## src/rtl/wb_frame_reader_pkg.sv

```systemverilog
// Shared types and constants for the Wishbone frame reader.
package wb_frame_reader_pkg;

    localparam int WORD_W = 32;

    typedef enum logic [1:0] {
        IDLE,
        READ,
        DONE
    } state_t;

endpackage

```

## src/rtl/wshb_if.sv

```systemverilog
// Classic Wishbone bus bundle; the master also forwards clock and reset to the slave.
interface wshb_if;

    logic        clk;
    logic        rst;
    logic        cyc;
    logic        stb;
    logic        we;
    logic [3:0]  sel;
    logic [31:0] adr;
    logic [31:0] dat_ms;
    logic [31:0] dat_sm;
    logic        ack;

    modport master (
        output clk, rst, cyc, stb, we, sel, adr, dat_ms,
        input  dat_sm, ack
    );

    modport slave (
        input  clk, rst, cyc, stb, we, sel, adr, dat_ms,
        output dat_sm, ack
    );

endinterface

```

## src/rtl/sync_fifo.sv

```systemverilog
// Single-clock first-word-fall-through FIFO with wrap-bit pointers.
module sync_fifo #(
    parameter int WIDTH = 32,
    parameter int DEPTH = 16
) (
    input  logic                     clk,
    input  logic                     rst,
    input  logic                     push,
    input  logic [WIDTH-1:0]         din,
    input  logic                     pop,
    output logic [WIDTH-1:0]         dout,
    output logic                     empty,
    output logic                     full,
    output logic [$clog2(DEPTH):0]   count
);

    localparam int AW = $clog2(DEPTH);
    localparam logic [AW:0] PTR_ONE = {{AW{1'b0}}, 1'b1};

    logic [WIDTH-1:0] mem_q [DEPTH];
    logic [AW:0]      wr_ptr_q, wr_ptr_d;
    logic [AW:0]      rd_ptr_q, rd_ptr_d;
    logic             do_push;
    logic             do_pop;

    // Pointers are equal when empty; they differ only in the wrap bit when full.
    assign empty   = (wr_ptr_q == rd_ptr_q);
    assign full    = (wr_ptr_q[AW] != rd_ptr_q[AW]) &&
                     (wr_ptr_q[AW-1:0] == rd_ptr_q[AW-1:0]);
    assign count   = wr_ptr_q - rd_ptr_q;
    assign do_push = push && !full;
    assign do_pop  = pop && !empty;
    assign dout    = mem_q[rd_ptr_q[AW-1:0]];

    // Next pointer values for accepted push/pop.
    always_comb begin
        wr_ptr_d = wr_ptr_q;
        rd_ptr_d = rd_ptr_q;
        if (do_push) begin
            wr_ptr_d = wr_ptr_q + PTR_ONE;
        end
        if (do_pop) begin
            rd_ptr_d = rd_ptr_q + PTR_ONE;
        end
    end

    // Pointer registers; reset empties the FIFO.
    always_ff @(posedge clk) begin
        if (rst) begin
            wr_ptr_q <= '0;
            rd_ptr_q <= '0;
        end else begin
            wr_ptr_q <= wr_ptr_d;
            rd_ptr_q <= rd_ptr_d;
        end
    end

    // Storage array; contents are meaningless outside the pointer window, so no reset.
    always_ff @(posedge clk) begin
        if (do_push) begin
            mem_q[wr_ptr_q[AW-1:0]] <= din;
        end
    end

endmodule

```

## src/rtl/wb_frame_reader.sv

```systemverilog
// Wishbone master streaming NWORDS consecutive words into a FIFO drained by a valid/ready port.
module wb_frame_reader
    import wb_frame_reader_pkg::*;
#(
    parameter logic [31:0] BASE_ADR   = 32'h0000_0000,
    parameter int          NWORDS     = 2048,
    parameter logic [31:0] ADR_STEP   = 32'd4,
    parameter int          FIFO_DEPTH = 16
) (
    input  logic              clk,
    input  logic              rst,
    wshb_if.master            wb_m,
    input  logic              start,
    output logic              busy,
    output logic              done,
    output logic [WORD_W-1:0] dout,
    output logic              dout_valid,
    input  logic              dout_ready
);

    localparam int REM_W = $clog2(NWORDS + 1);
    localparam int CNT_W = $clog2(FIFO_DEPTH) + 1;
    localparam logic [REM_W-1:0] REM_ONE = {{(REM_W-1){1'b0}}, 1'b1};

    state_t             state_q, state_d;
    logic [31:0]        adr_q, adr_d;
    logic [REM_W-1:0]   rem_q, rem_d;
    logic               cyc_q, cyc_d;
    logic               busy_q, busy_d;
    logic               done_q, done_d;

    logic               stb;
    logic               push;
    logic               fifo_empty;
    logic               fifo_full_unused;
    logic [CNT_W-1:0]   fifo_count;

    // Request only while a slot is free, so an acknowledged word always fits.
    assign stb  = (state_q == READ) && (fifo_count != CNT_W'(FIFO_DEPTH));
    assign push = stb && wb_m.ack;

    assign wb_m.clk    = clk;
    assign wb_m.rst    = rst;
    assign wb_m.cyc    = cyc_q;
    assign wb_m.stb    = stb;
    assign wb_m.we     = 1'b0;
    assign wb_m.sel    = 4'b1111;
    assign wb_m.adr    = adr_q;
    assign wb_m.dat_ms = '0;

    assign busy       = busy_q;
    assign done       = done_q;
    assign dout_valid = !fifo_empty;

    // The full flag is implied by the count comparison above; only count drives stb.
    sync_fifo #(
        .WIDTH (WORD_W),
        .DEPTH (FIFO_DEPTH)
    ) u_fifo (
        .clk   (clk),
        .rst   (rst),
        .push  (push),
        .din   (wb_m.dat_sm),
        .pop   (dout_valid && dout_ready),
        .dout  (dout),
        .empty (fifo_empty),
        .full  (fifo_full_unused),
        .count (fifo_count)
    );

    // Next-state, address/remaining counters and registered bus/status outputs.
    always_comb begin
        state_d = state_q;
        adr_d   = adr_q;
        rem_d   = rem_q;
        case (state_q)
            IDLE: begin
                if (start) begin
                    state_d = READ;
                    adr_d   = BASE_ADR;
                    rem_d   = REM_W'(NWORDS);
                end
            end
            READ: begin
                if (push) begin
                    adr_d = adr_q + ADR_STEP;
                    rem_d = rem_q - REM_ONE;
                    if (rem_q == REM_ONE) begin
                        state_d = DONE;
                    end
                end
            end
            DONE: begin
                state_d = IDLE;
            end
            default: begin
                state_d = IDLE;
            end
        endcase
        cyc_d  = (state_d == READ);
        busy_d = (state_d == READ);
        done_d = (state_d == DONE);
    end

    // FSM and counter registers; reset abandons any transfer in flight.
    always_ff @(posedge clk) begin
        if (rst) begin
            state_q <= IDLE;
            adr_q   <= BASE_ADR;
            rem_q   <= '0;
            cyc_q   <= 1'b0;
            busy_q  <= 1'b0;
            done_q  <= 1'b0;
        end else begin
            state_q <= state_d;
            adr_q   <= adr_d;
            rem_q   <= rem_d;
            cyc_q   <= cyc_d;
            busy_q  <= busy_d;
            done_q  <= done_d;
        end
    end

endmodule

```

## src/flat_wrapper.sv

```systemverilog
// flat-port wrapper written by rule: the top's interface ports become plain ports
module wb_frame_reader_flat import wb_frame_reader_pkg::*;
#(
    parameter logic [31:0] BASE_ADR   = 32'h0000_0000,
    parameter int          NWORDS     = 2048,
    parameter logic [31:0] ADR_STEP   = 32'd4,
    parameter int          FIFO_DEPTH = 16
)
  (clk, rst, start, busy, done, dout, dout_valid, dout_ready, wb_m_clk, wb_m_rst, wb_m_cyc, wb_m_stb, wb_m_we, wb_m_sel, wb_m_adr, wb_m_dat_ms, wb_m_dat_sm, wb_m_ack);
  wshb_if wb_m_i ();
  input  logic clk;
  input  logic rst;
  input  logic start;
  output logic busy;
  output logic done;
  output logic [WORD_W-1:0] dout;
  output logic dout_valid;
  input  logic dout_ready;
  output wire logic [$bits(wb_m_i.clk)-1:0] wb_m_clk;
  output wire logic [$bits(wb_m_i.rst)-1:0] wb_m_rst;
  output wire logic [$bits(wb_m_i.cyc)-1:0] wb_m_cyc;
  output wire logic [$bits(wb_m_i.stb)-1:0] wb_m_stb;
  output wire logic [$bits(wb_m_i.we)-1:0] wb_m_we;
  output wire logic [$bits(wb_m_i.sel)-1:0] wb_m_sel;
  output wire logic [$bits(wb_m_i.adr)-1:0] wb_m_adr;
  output wire logic [$bits(wb_m_i.dat_ms)-1:0] wb_m_dat_ms;
  input wire logic [$bits(wb_m_i.dat_sm)-1:0] wb_m_dat_sm;
  input wire logic [$bits(wb_m_i.ack)-1:0] wb_m_ack;
  assign wb_m_clk = wb_m_i.clk;
  assign wb_m_rst = wb_m_i.rst;
  assign wb_m_cyc = wb_m_i.cyc;
  assign wb_m_stb = wb_m_i.stb;
  assign wb_m_we = wb_m_i.we;
  assign wb_m_sel = wb_m_i.sel;
  assign wb_m_adr = wb_m_i.adr;
  assign wb_m_dat_ms = wb_m_i.dat_ms;
  assign wb_m_i.dat_sm = wb_m_dat_sm;
  assign wb_m_i.ack = wb_m_ack;
  wb_frame_reader #(.BASE_ADR(BASE_ADR), .NWORDS(NWORDS), .ADR_STEP(ADR_STEP), .FIFO_DEPTH(FIFO_DEPTH)) u_core (.clk(clk), .rst(rst), .wb_m(wb_m_i), .start(start), .busy(busy), .done(done), .dout(dout), .dout_valid(dout_valid), .dout_ready(dout_ready));
endmodule
```

## config.mk

```make
export PLATFORM = sky130hd
export DESIGN_NAME = wb_frame_reader_flat
export DESIGN_NICKNAME = d
export VERILOG_FILES = /design/src/rtl/wb_frame_reader_pkg.sv /design/src/rtl/wshb_if.sv /design/src/rtl/sync_fifo.sv /design/src/rtl/wb_frame_reader.sv /design/src/flat_wrapper.sv
export SDC_FILE = /design/constraint.sdc
export NUM_CORES = 1
export LEC_CHECK = 0
export BUFFER_PORTS_ARGS = -buffer_cell sky130_fd_sc_hd__buf_2
export CORE_MARGIN = 3
export CORE_UTILIZATION = 35
export DETAILED_ROUTE_END_ITERATION = 8
export REMOVE_ABC_BUFFERS = 1
export SETUP_SLACK_MARGIN = 0.1
export SLEW_MARGIN = 20
export SYNTH_ARGS = -nofsm -noshare
export SYNTH_HDL_FRONTEND = slang
export SYNTH_SLANG_ARGS = --single-unit
```

## constraint.sdc

```tcl
create_clock -name clk -period 6.5 [get_ports clk]
set_input_delay 0.975 -clock clk [delete_from_list [all_inputs] [get_ports clk]]
set_output_delay 0.975 -clock clk [all_outputs]
set_load 0.02 [all_outputs]
```

; ---- Yosys cells after proc, flatten, opt, wreduce, memory -nomap -nowiden
; Memory sizes are Yosys's and may differ from the RTL's. A register that Yosys moved wholly into a read port is not among the register bits.
; Cells that the tools add are included.
[word_totals]
mem_count = 1
ff_bits = 58
rom_bits = 0
latch_bits = 0
in_bits = 37
output_inout_bits = 108
ramBits = 512
word_cells = 48
[classes]
reduce_logical = 11
div_mod_pow = 0
shifts = 0
eq_ne = 10
muxes = 14
multipliers = 0
bitwise_logic = 0
add_sub_neg = 5
order_cmp = 0
[memory_table]
columns = name, depth, word_bits, rd, rd_clocked_by_memory_dff, write_ports, line_no
row1 = u_core.u_fifo.mem_q, 16, 32, 1, 1, 1, sync_fifo.sv:20  ; logic [WIDTH-1:0] mem_q [DEPTH];
[ops]
columns = cell, count
row1 = 2-to-1 mux 32 bit, 2
row2 = case mux 32 bit (2 select lines), 1
row3 = adder 32 x 3 -> 32 bit (second input constant), 1
row4 = 2-to-1 mux 12 bit, 2
row5 = case mux 12 bit (2 select lines), 1
row6 = == test 12 x 1 -> 1 bit (second input constant), 1
row7 = subtractor 12 x 1 -> 12 bit (second input constant), 1
row8 = adder 5 x 1 -> 5 bit (second input constant), 2
row9 = 2-to-1 mux 4 bit, 2
row10 = logical AND 1 bit, 6
row11 = 2-to-1 mux 2 bit, 3
row12 = == test 5 bit, 1
row13 = != test 5 bit (second input constant), 1
row14 = subtractor 5 bit, 1
row15 = == test 2 x 1 -> 1 bit (second input constant), 2
row16 = == test 4 bit, 1
row17 = != test 2 bit (second input constant), 2
row18 = case mux 2 bit (2 select lines), 1
row19 = AND reduction 3 bit, 1
row20 = == test 2 bit (second input constant), 1
row21 = logical NOT 1 bit, 2
row22 = logical NOT 2 bit, 1
row23 = 2-to-1 mux 1 bit, 2
row24 = nonzero test 2 bit, 1
row25 = != test 1 bit, 1

; ---- Logic depth before layout (Yosys ltp)
[logic_depth]
depth_word = 7
depth_mapped = 10

; ---- Hierarchy
; Synthesis repeated with hierarchy kept, for this count alone.
[hier_totals]
cells_unflattened = 1211
area_unflattened_um2 = 22625.4
[by_module_without_submodules]
columns = mod, n_inst, cells_each, seq_area_each_um2, area_each_um2
row1 = sync_fifo, 1, 889, 15655.0, 19957.9
row2 = wb_frame_reader, 1, 322, 920.9, 2667.6

==> qor.csv <==
stage;metric;value;unit
setup_path;ff2ff_setup_slack;2.35;ns
synth;synthMostInstantiatedCell;edfxtp_1;
clock_tree;tritoncts;done;
setup_path;critPathLaunch;clk;
drt;ant_nets;0;
setup_path;worst_path_max_delay_cell;buf_2;
global_routing;antenna_found_initial;7;
setup_path;reg2reg_depth;9;
clock_tree;worstSkewPairLatency;0.74;ns
worst_hold_path;min_from;u_core.rem_q[9];
placement;place_congestion;0.769;
sta;rsz0062_at_grt;no;
run_status;status;finished, final reports clean;
synth;synth.area.top_cells;edfxtp_1 67%, mux4_2 16%, dfxtp_1 5.2%;
worst_hold_path;holdPathStages;2;
global_routing;grt_use_total;13.9;%
synth;synth_compound_area_share;2.39;%
global_routing;grt_overflow;0;
power_and_ir_drop;netSwitchingFraction;22.8;%
power_and_ir_drop;p_sw;1.89;mW
global_routing;grt_pass1_wl;74700;microns
drt;wl_per_cell;21.7;microns
synth;async_reset_ff_share;0;%
synth;ys_seq_area_share;71.7;%
worst_hold_path;hp-class;flip-flop to flip-flop;
synth;synthAdderAreaFrac;0.650;%
global_routing;gr-max-usage-layer;met2;
sta;timing.hold.ws;0.463;ns
worst_hold_path;min_to;u_core.rem_q[9];
final_layout;fin_nets;1363;
placement;dpl_cell_area;24400;sq um
power_and_ir_drop;p_total;8.30;mW
floorplan;coreArea;64900;sq um
global_routing;grtUsageMet2;22.8;%
drt;vias_per_cell;5.21;
setup_path;required;5.52;ns
clock_tree;clkTransAtPathRegs;0.06;ns
global_routing;grt_max_degree;85;
setup_path;end_kind;primary output;
synth;yosysTopAreaCell;edfxtp_1;
placement;place_ws;2.14;ns
sta;final.setup.tns;0;ns
global_routing;grt_use_met3;3.32;%
sta;timing.final.ws_setup;1.88;ns
floorplan;dieArea;69200;sq um
setup_path;path_buf_inv;3;
setup_path;r2r-start;u_core.u_fifo.rd_ptr_q[1];
drt;drt_iter0_drc;796;
sta;final-setup-viol-count;0;
synth;synth_flop_cell;edfxtp_1;
clock_tree;cts-resized-gates;0;
sta;slew_violations;0;
drt;post-route-drc-count;0;
synth;synth_cell_types;50;
placement;dpl.cell_count;2107;
global_routing;grt_use_met1;18.8;%
run;maxCapViolCount;0;
synth;netlist_area;23100;sq um
global_routing;grt_pass1_vias;12200;
final_layout;fin_cells;2219;
power_and_ir_drop;seqPwrFrac;49.2;%
placement;hpwl;26900;microns
drt;num_vias;11600;
power_and_ir_drop;ir_worst_vdd;197;uV
final_layout;fill_cells;5772;
synth;synth-seq-cells;572;
power_and_ir_drop;p_per_area;314;nW/um^2
final_layout;fin_area;26400;sq um
power_and_ir_drop;p_clk_share;41.3;%
floorplan;start_util;35.6;%
sta;maxSlewHeadroom;25.9;%
synth;ys_top_cells_by_count;512 x edfxtp_1, 160 x mux4_2, 60 x dfxtp_1;
synth;yosys.area_share.simple;5.61;%
setup_path;path_delay_family;buffers and inverters;
final_layout;drive_gt1_share;29.3;%
setup_path;cp_cell_sequence;clkbuf_16 -> clkbuf_16 -> buf_2;
floorplan;die_h;263;microns
clock_tree;post_cts_buffers;0;
drt;wl;48200;microns
setup_path;critPathLaunchType;clock port;
setup_path;critPathArrivalTime;3.64;ns
setup_path;reg2reg_to;u_core.u_fifo.mem_q[8][30];
sta;hold_violations;0;
setup_path;max_stage_delay;0.15;ns
floorplan;ios;145;
final_layout;final_util;40.7;%
synth;syn_area_per_cell;19.1;sq um
power_and_ir_drop;p_int;6.41;mW
setup_path;path_common_cell;clkbuf_16;
synth;netlist_instances;1211;
power_and_ir_drop;p_leak;8.32;nW
drt;first_pass_iters;5;
synth;synth_top_family_by_area;multiplexers;
clock_tree;hold_buffers;0;
placement;port_buffers;105;
synth;synthMuxAreaShare;16.5;%
power_and_ir_drop;combPwrFrac;9.5;%
synth;synth_edf_count;512;
sta;tightest_slew;1.11;ns
synth;yosys_warnings;0;
floorplan;dieWidth;263;microns
setup_path;crit_fanout;2;
floorplan;fp-row-count;93;
setup_path;crit_type;clock port to primary output;
synth;synth_top_area_share;66.5;%
synth;synth_xor_area_share;0.341;%
sta;fin_skew;0.0398;ns
final_layout;area_growth;14.2;%
==> worst max path at each step <==
| stage | to | cells after the start |
|---|---|---|
| final | wb_m_clk | 3 |
| after global routing | dout[23] | 4 |
| after CTS | wb_m_clk | 3 |
| after detailed placement | wb_m_clk | 1 |
| after global placement | wb_m_clk | 1 |
| after floorplan | dout[0] | 2 |
==> registers in the layout (all words and copies together) (netlist names), named ones only <==
register	count
u_core.done	1
u_core.rem_q	12
u_core.state_q	2
u_core.u_fifo.mem_q	512
u_core.u_fifo.rd_ptr_q	5
u_core.u_fifo.wr_ptr_q	5
u_core.wb_m.adr	30
u_core.wb_m.cyc	1
==> metal layers <==
layer | vias up | share of wire [%]
met1 | 6076 | 43
li1 | 5117 | -
met5 | - | 0.070
met3 | 68 | 6.2
met4 | 6 | 1.8
met2 | 290 | 49
==> layout by cell type, fill, tap and decap left out, types with 15 or more instances in the layout <==
cell type  synthesis  layout
nand4_1           32      32
nand2_1           46      46
nand3_1           24      24
mux2i_1           17      17
dfxtp_1           60      56
edfxtp_1         512     512
a21oi_1           22      22
clkbuf_16          0      59
nor2_1            23      23
clkinv_2           0      15
conb_1             2      39
buf_2             15     105
o21ai_0           17      17
mux4_2           160     160
nand2b_1          19      19
==> logic make-up (layout without fill, tap and decap cells) <==
kind of cell,Yosys count,count (layout)
compound gates,79,79
xor+xnor,9,9
flops,572,572
fa+ha+maj,12,12
other cells,2,41
mux,180,180
buf+inv,123,237
simple gates,234,234
==> power by group through the flow <==
stage / combinational [mW] / clock, mW / sequential, mW
final: 0.786 / 3.43 / 4.09
after global routing: 0.857 / 3.66 / 4.09
after CTS: 0.806 / 3.52 / 4.09
after detailed placement: 0.803 / 0.0144 / 4.17
after global placement: 0.795 / 0.0144 / 4.17
after floorplan: 0.573 / 0 / 4.22
==> worst min-delay path: stages (launching register included) <==
cell and delay [ns]:
dfxtp_1 0.31, nand2_1 0.05, mux2i_1 0.05
==> cell type report <==
cell class	instances	area (sq um)	area share (%)
Clock inverter	37	447	1.69
Sequential cell	572	16600	62.8
Multi-Input combinational cell	553	6060	23.0
Antenna cell	2	5.00	0.0190
Clock buffer	73	1540	5.83
Timing Repair Buffer	116	648	2.46
Tap cell	855	1070	4.05
Inverter	11	41.3	0.156
Note: power is estimated with default switching activity, not from simulation.
